File: config.mk
export PLATFORM = sky130hd
export DESIGN_NAME = rca_result_collector
export DESIGN_NICKNAME = d
export VERILOG_FILES = /design/src/rtl/rca_result_collector.sv
export SDC_FILE = /design/constraint.sdc
export NUM_CORES = 1
export LEC_CHECK = 0
export BUFFER_PORTS_ARGS = -buffer_cell sky130_fd_sc_hd__buf_2
export CAP_MARGIN = 20
export CORE_UTILIZATION = 54
export DETAILED_ROUTE_END_ITERATION = 6
export PLACE_DENSITY = 0.79
export SLEW_MARGIN = 20
export SYNTH_ARGS = -nofsm -noshare
export SYNTH_HDL_FRONTEND = slang
export SYNTH_SLANG_ARGS = --single-unit
File: constraint.sdc
create_clock -name clk -period 5.29 [get_ports clk]
set_input_delay 0 -clock clk [delete_from_list [all_inputs] [get_ports clk]]
set_output_delay 0 -clock clk [all_outputs]
set_load 0.01 [all_outputs]
File: src/rtl/rca_result_collector.sv
// rca_result_collector
// Pairs each grid output-slot result with the instruction ID and destination
// register recorded at issue, strictly in issue order, and presents one
// completed result at a time to writeback over a done/ack handshake.
// IDs and results are buffered in two independent FIFOs because the grid
// completes results at a rate unrelated to issue.
module rca_result_collector #(
   parameter int XLEN  = 32,
   parameter int ID_W  = 3,
   parameter int DEPTH = 8
) (
   input  logic                     clk,
   input  logic                     rst,
   input  logic                     flush,
   input  logic                     issue_valid,
   input  logic [ID_W-1:0]          issue_id,
   input  logic [4:0]               issue_rd,
   output logic                     issue_ready,
   input  logic [XLEN-1:0]          slot_data,
   input  logic                     slot_valid,
   output logic                     wb_done,
   output logic [ID_W-1:0]          wb_id,
   output logic [4:0]               wb_rd,
   output logic [XLEN-1:0]          wb_data,
   input  logic                     wb_ack,
   output logic [$clog2(DEPTH):0]   inflight,
   output logic                     overflow_err
);

   // Pointers carry one extra wrap bit so full and empty are distinguishable.
   localparam int PW = ID_W + 1;
   // ID FIFO entry is {id, rd}.
   localparam int EW = ID_W + 5;
   localparam logic [PW-1:0] PTR_ONE = PW'(1);

   logic [EW-1:0]   id_mem  [DEPTH];
   logic [XLEN-1:0] res_mem [DEPTH];

   logic [PW-1:0]   id_wptr;
   logic [PW-1:0]   id_rptr;
   logic [PW-1:0]   res_wptr;
   logic [PW-1:0]   res_rptr;

   logic            id_full;
   logic            id_empty;
   logic            res_full;
   logic            res_empty;
   logic            id_push;
   logic            res_push;
   logic            load;
   logic [EW-1:0]   id_head;
   logic [XLEN-1:0] res_head;

   assign id_empty  = (id_wptr == id_rptr);
   assign id_full   = (id_wptr[ID_W] != id_rptr[ID_W]) &&
                      (id_wptr[ID_W-1:0] == id_rptr[ID_W-1:0]);
   assign res_empty = (res_wptr == res_rptr);
   assign res_full  = (res_wptr[ID_W] != res_rptr[ID_W]) &&
                      (res_wptr[ID_W-1:0] == res_rptr[ID_W-1:0]);

   // Fullness is judged on the current occupancy only; a pop in the same
   // cycle does not make room for a push. Flush discards same-cycle pushes.
   assign id_push  = issue_valid && !id_full  && !flush;
   assign res_push = slot_valid  && !res_full && !flush;

   // A pair is formed when both heads exist and the output register is free
   // or being consumed this cycle.
   assign load = !id_empty && !res_empty && (!wb_done || wb_ack) && !flush;

   assign id_head  = id_mem[id_rptr[ID_W-1:0]];
   assign res_head = res_mem[res_rptr[ID_W-1:0]];

   assign issue_ready = !id_full;
   assign inflight    = id_wptr - id_rptr;

   // ID FIFO storage write port.
   always_ff @(posedge clk) begin
      if (id_push) begin
         id_mem[id_wptr[ID_W-1:0]] <= {issue_id, issue_rd};
      end
   end

   // Result FIFO storage write port.
   always_ff @(posedge clk) begin
      if (res_push) begin
         res_mem[res_wptr[ID_W-1:0]] <= slot_data;
      end
   end

   // FIFO pointers: pushes advance write pointers, a load pops both heads.
   always_ff @(posedge clk or posedge rst) begin
      if (rst) begin
         id_wptr  <= '0;
         id_rptr  <= '0;
         res_wptr <= '0;
         res_rptr <= '0;
      end else if (flush) begin
         id_wptr  <= '0;
         id_rptr  <= '0;
         res_wptr <= '0;
         res_rptr <= '0;
      end else begin
         if (id_push) begin
            id_wptr <= id_wptr + PTR_ONE;
         end
         if (res_push) begin
            res_wptr <= res_wptr + PTR_ONE;
         end
         if (load) begin
            id_rptr  <= id_rptr + PTR_ONE;
            res_rptr <= res_rptr + PTR_ONE;
         end
      end
   end

   // Output register: load a new pair, or retire the presented one on ack.
   always_ff @(posedge clk or posedge rst) begin
      if (rst) begin
         wb_done <= 1'b0;
         wb_id   <= '0;
         wb_rd   <= '0;
         wb_data <= '0;
      end else if (flush) begin
         wb_done <= 1'b0;
      end else if (load) begin
         wb_done <= 1'b1;
         wb_id   <= id_head[EW-1:5];
         wb_rd   <= id_head[4:0];
         wb_data <= res_head;
      end else if (wb_ack) begin
         wb_done <= 1'b0;
      end
   end

   // Sticky error for any push dropped because its FIFO was full.
   always_ff @(posedge clk or posedge rst) begin
      if (rst) begin
         overflow_err <= 1'b0;
      end else if (!flush && ((issue_valid && id_full) || (slot_valid && res_full))) begin
         overflow_err <= 1'b1;
      end
   end

endmodule
# --- After elaboration in Yosys (flattened, before gate mapping) ---
# Memory sizes are Yosys's and may differ from the RTL's. A register that Yosys moved wholly into a read port is not among the register bits.
# Cells that the tools add are included.
op_classes:
  bitwise_logic: 1
  mul: 0
  reduce_logical: 25
  add_sub_neg: 5
  mux: 15
  n_lt_le_gt_ge: 0
  n_eq_ne: 6
  shift: 0
  div: 0
op_table:
  columns: ["cell", "n"]
  rows:
  - ["2-to-1 mux 4 bit", 8]
  - ["adder 4 x 1 -> 4 bit, second input constant", 4]
  - ["logical AND 1 bit", 12]
  - ["equality test 4 bit", 2]
  - ["2-to-1 mux 1 bit", 7]
  - ["equality test 3 bit", 2]
  - ["zero test 1 bit", 6]
  - ["nonzero test 2 bit", 3]
  - ["subtractor 4 bit", 1]
  - ["nonzero test 3 bit", 1]
  - ["logical OR 1 bit", 2]
  - ["inequality test 1 bit", 2]
  - ["AND reduction 2 bit", 1]
  - ["NOT 1 bit", 1]
word_totals:
  word_cells: 60
  ramBits: 320
  rom_bits: 0
  register_bits: 18
  inputBits: 46
  n_memories: 2
  latch_bits: 0
  out_inout_bits: 47
memory_table:
  columns: ["name", "words", "width", "read_ports", "rd_ports_with_merged_regs", "wr", "line", "rtl"]
  rows:
  - ["res_mem", 8, 32, 1, 1, 1, "37", "logic [XLEN-1:0] res_mem [DEPTH];"]
  - ["id_mem", 8, 8, 1, 1, 1, "36", "logic [EW-1:0] id_mem [DEPTH];"]

# --- Logic depth before layout (Yosys ltp) ---
logic_depth:
  word_depth: 7
  ltp_mapped: 9

# --- Worst setup path after synthesis ---
# No wires, ideal clock.
synth_timing:
  path_kind: "flip-flop to flip-flop"
  start: "register res_rptr[0]"
  end: "memory res_mem[1][0] (enable)"
  required_time_ns: 4.777
  setup_time_ns: 0.513
  stages_incl_launch_ff: 6
  slack_ns: 0.348
  synth_period_minus_slack_ns: 4.942
  arrival_time_ns: 4.429
  path_cell_list: "dfrtp_1 -> buf_6 -> xor2_2 -> o41ai_1 -> buf_2 -> nor4b_1"
synth_between:
  elab_chain_cells: 7
synth_lines:
  columns: ["element", "line", "rtl"]
  rows:
  - ["start, declared", "42", "logic [PW-1:0] res_rptr;"]
  - ["start signal, assigned", "111", "res_rptr <= res_rptr + PTR_ONE;"]
  - ["equality test 3 bit", "59", "(res_wptr[ID_W-1:0] == res_rptr[ID_W-1:0]);"]
  - ["logical AND 1 bit", "58", "assign res_full = (res_wptr[ID_W] != res_rptr[ID_W]) &&"]
  - ["zero test 1 bit", "64", "assign res_push = slot_valid && !res_full && !flush;"]
  - ["logical AND 1 bit (2 in a row)", "64", null]
  - ["2-to-1 mux 1 bit", "85", "if (res_push) begin"]
  - ["2-to-1 mux 1 bit (implied by the code)", "86", "res_mem[res_wptr[ID_W-1:0]] <= slot_data;"]
  - ["end, declared", "37", null]
# Every way passes these cells.

# --- Final worst setup path ---
layout_timing:
  start: "register id_rptr[1]"
  end: "memory id_mem[4][0] (netlist name) (enable)"
layout_between:
  elab_chain_cells: 7
layout_lines:
  columns: ["element", "line", "rtl"]
  rows:
  - ["start, declared", "40", "logic [PW-1:0] id_rptr;"]
  - ["start signal, assigned", "110", "id_rptr <= id_rptr + PTR_ONE;"]
  - ["equality test 3 bit", "56", "(id_wptr[ID_W-1:0] == id_rptr[ID_W-1:0]);"]
  - ["logical AND 1 bit", "55", "assign id_full = (id_wptr[ID_W] != id_rptr[ID_W]) &&"]
  - ["zero test 1 bit", "63", "assign id_push = issue_valid && !id_full && !flush;"]
  - ["logical AND 1 bit (2 in a row)", "63", null]
  - ["2-to-1 mux 1 bit", "78", "if (id_push) begin"]
  - ["2-to-1 mux 1 bit (implied by the code)", "79", "id_mem[id_wptr[ID_W-1:0]] <= {issue_id, issue_rd};"]
  - ["end, declared", "36", null]
# Every way passes these cells.

==> metrics <==
Detail Placement HPWL 15900 microns; outcome completed; part of the Yosys area used for sequential elements 0.740; I/O pin total 93; fin area 17600 sq um; Avg WL per Cell 24.0 microns; max-slew violations 0; Crit Path Class reg -> reg; CTS max path bufs 3; drt total wl 29700 microns; Via density 5.89; crit path max-delay cell type dfrtp_1; final net count 922; crit start category flop; Netlist cell types 45; Die Y 168 microns; Die Wd 168 microns; Final Hold Viols 0; critical path required time 5.44 ns; setup_tns 0 ns; Vias 7302; Largest delay share family, worst path simple AND/OR/NAND/NOR gates; Leak 6.07 nW; Sink Count 378; first-pass GRT wire length 45600 microns; cell-by-cell trace of the critical path clkinv_1 > ha_1 > nand3_1 > o21ai_1 > or3_1 > nor2_1; Tot GR Track Use 0.216; DRC violations left 0; total congestion overflow 0; die area 28300 sq um; top area cells in the synthesized netlist edfxtp_1, mux4_2, dfrtp_1; antenna violations before repair 0; TritonCTS Buffers 38; Cells after Synth 708; Initial DRT Pass Iterations 7; Routed Antenna Nets 0; Crit. End Element flop; Syn Nets 762; placed cell area 15800 sq um; initial DRC count 617; Port-buffer cells 92; VDD IR max 0.317 mV; Arrival @ worst endpoint 3.49 ns; relative slew slack 0.405; row count 60; worst-path fanout max 14; Yosys top cell by area edfxtp_1; ratio of cells with drive above 1 in the final layout 0.366; Initial Util 0.553; Post-synth EDFFs 320; fmax 0.299 GHz; asr flop ratio synth 0.153; Syn-to-layout area delta 17.7%; Worst-Margin Slew 0.890 ns; worst clock skew 0.0185 ns; Final period util 0.632; H-tree level count 2; ys flop type edfxtp_1; FILL cells 1711; Ys Warns 0; pin count of the biggest net entering global routing 59; Core Region 27000 sq um; antenna cell count 0; area of the multi-input gates 3690 sq um; routability cong. 0.796; vias in the first global route 7821; hold crit path type in -> reg; Avg Cell Area, Syn 21.1 sq um; Yosys top cell area share 0.643; CTS clock-pin slew for the worst setup and hold paths 0.06 ns; Buf/Inv on CP 1; CTS tree yes; Finish-stage setup viols 0; P per Cell Area 434 nW/um^2; min Tclk post-route 3.34 ns; post-synthesis cell area 14900 sq um; CP max stage delay 0.68 ns; RSZ-0062 raised after global routing false; post-CTS sizing 0; clk_lat worst skew 0.53 ns; Max Cap Violations 0; Reg area 11100 sq um; Root Buffer clkbuf_16; synthesized flop and latch total 378
## synthesized netlist by cell type (all sizes together) (2+ instances only)
cell type and count:
mux2 72, inv 11, o31ai 4, nor4b 2, dfrtp 58, or3 5
or2 2, xnor2 5, o211ai 3, edfxtp 320, mux2i 4, or3b 2
clkbuf 9, nor4 4, ha 7, mux4 80, nand4 2, nand2b 5
nor3 3, nor2 21, nand2 28, xor2 8, o21ai 6, or4 4
a21oi 9, buf 25
## final timing paths
kind,start,endpoint,slack (ns),cells past startpoint
hold / removal,slot_valid,res_wptr[3],0.02,4
min in group asynchronous,rst,wb_data[30],0.27,4
setup / recovery,id_rptr[1],id_mem[4][0],1.95,6
max in group asynchronous,rst,res_rptr[0],4.37,4
hold reg to reg,wb_rd[3],wb_rd[3],0.48,1
setup reg to reg,id_rptr[1],id_mem[4][0],1.95,6
## logic make-up after synthesis
kind of cell,Yosys count,share of synthesized area
compound gates,27,0.0112
fa+ha+maj,8,0.00720
flops,378,0.740
buf+inv,46,0.0197
mux,156,0.185
simple gates,80,0.0280
xor+xnor,13,0.00862
## power by group
part / leakage (nW) / switching (W) / internal [W]
Sequential: 3.61 / 0.000151 / 0.00344
Clock: 0.618 / 0.00110 / 0.00158
Combinational: 1.84 / 0.000622 / 0.000748
Total: 6.07 / 0.00187 / 0.00577
## layer usage
layer / up-vias / global-route usage / wire, microns
li1: 3176 / - / -
met1: 3841 / 0.288 / 12200
met2: 247 / 0.375 / 15500
met3: 38 / 0.0301 / 1490
met4: 0 / 0.0597 / 510
met5: - / 0 / 0
## worst register-to-register path: stages, from the launching register on
cell and delay [ns]:
dfrtp_1 0.68, clkinv_1 0.41, ha_1 0.40, nand3_1 0.20, o21ai_1 0.18, or3_1 0.43, nor2_1 0.67
## layout by cell type, fill, tap and decap left out, types with 4 or more instances in the layout
| cell | instances |
|---|---|
| edfxtp_1 | 320 |
| buf_2 | 92 |
| mux4_2 | 79 |
| dfrtp_1 | 55 |
| dlygate4sd3_1 | 46 |
| clkbuf_16 | 39 |
| mux2_2 | 32 |
| mux2_4 | 30 |
| nand2_1 | 28 |
| nor2_1 | 17 |
| buf_4 | 12 |
| inv_1 | 10 |
| mux2_1 | 10 |
| clkbuf_1 | 10 |
| clkinv_2 | 10 |
| a21oi_1 | 9 |
| ha_1 | 7 |
| xor2_1 | 6 |
| nand2b_1 | 5 |
| o21ai_0 | 5 |
| or3_1 | 5 |
| xnor2_1 | 5 |
| clkinv_1 | 4 |
| o31ai_1 | 4 |
| or4_1 | 4 |
| mux2i_1 | 4 |
| nor2_4 | 4 |
| bufinv_16 | 4 |
## layout make-up
cell class | instances | area share
Clock buffer | 50 | 0.0584
Timing Repair Buffer | 154 | 0.0633
Multi-Input combinational cell | 284 | 0.210
Clock inverter | 20 | 0.0127
Inverter | 12 | 0.00256
Sequential cell | 378 | 0.629
Tap cell | 341 | 0.0242
## registers in the layout, indices dropped and copies added (netlist names)
register,flops
id_mem,64
id_rptr,4
id_wptr,4
overflow_err,1
res_mem,256
res_rptr,4
res_wptr,4
wb_data,32
wb_done,1
wb_id,3
wb_rd,5
## metrics by stage
step	power, W	hold slack (ns)	setup WS, ns	cells	util
2_1_floorplan	0.00464	0.0989	0.348	708	-
5_1_grt	0.00794	0.0197	1.68	1239	0.651
3_3_place_gp	0.00496	0.267	1.93	1119	0.583
4_1_cts	0.00770	0.0415	1.66	1236	0.647
3_5_place_dp	0.00499	0.276	1.71	1120	0.584
6_report	0.00764	0.0188	1.95	1239	0.651
## timing repair
item / CTS / global route
setup endpoints to repair: 0 / 0
endpoints found under the hold margin: 394 / 0
hold buffers: 46 / 0
setup buffers: 0 / 0
(Power assumes the default switching activity.)
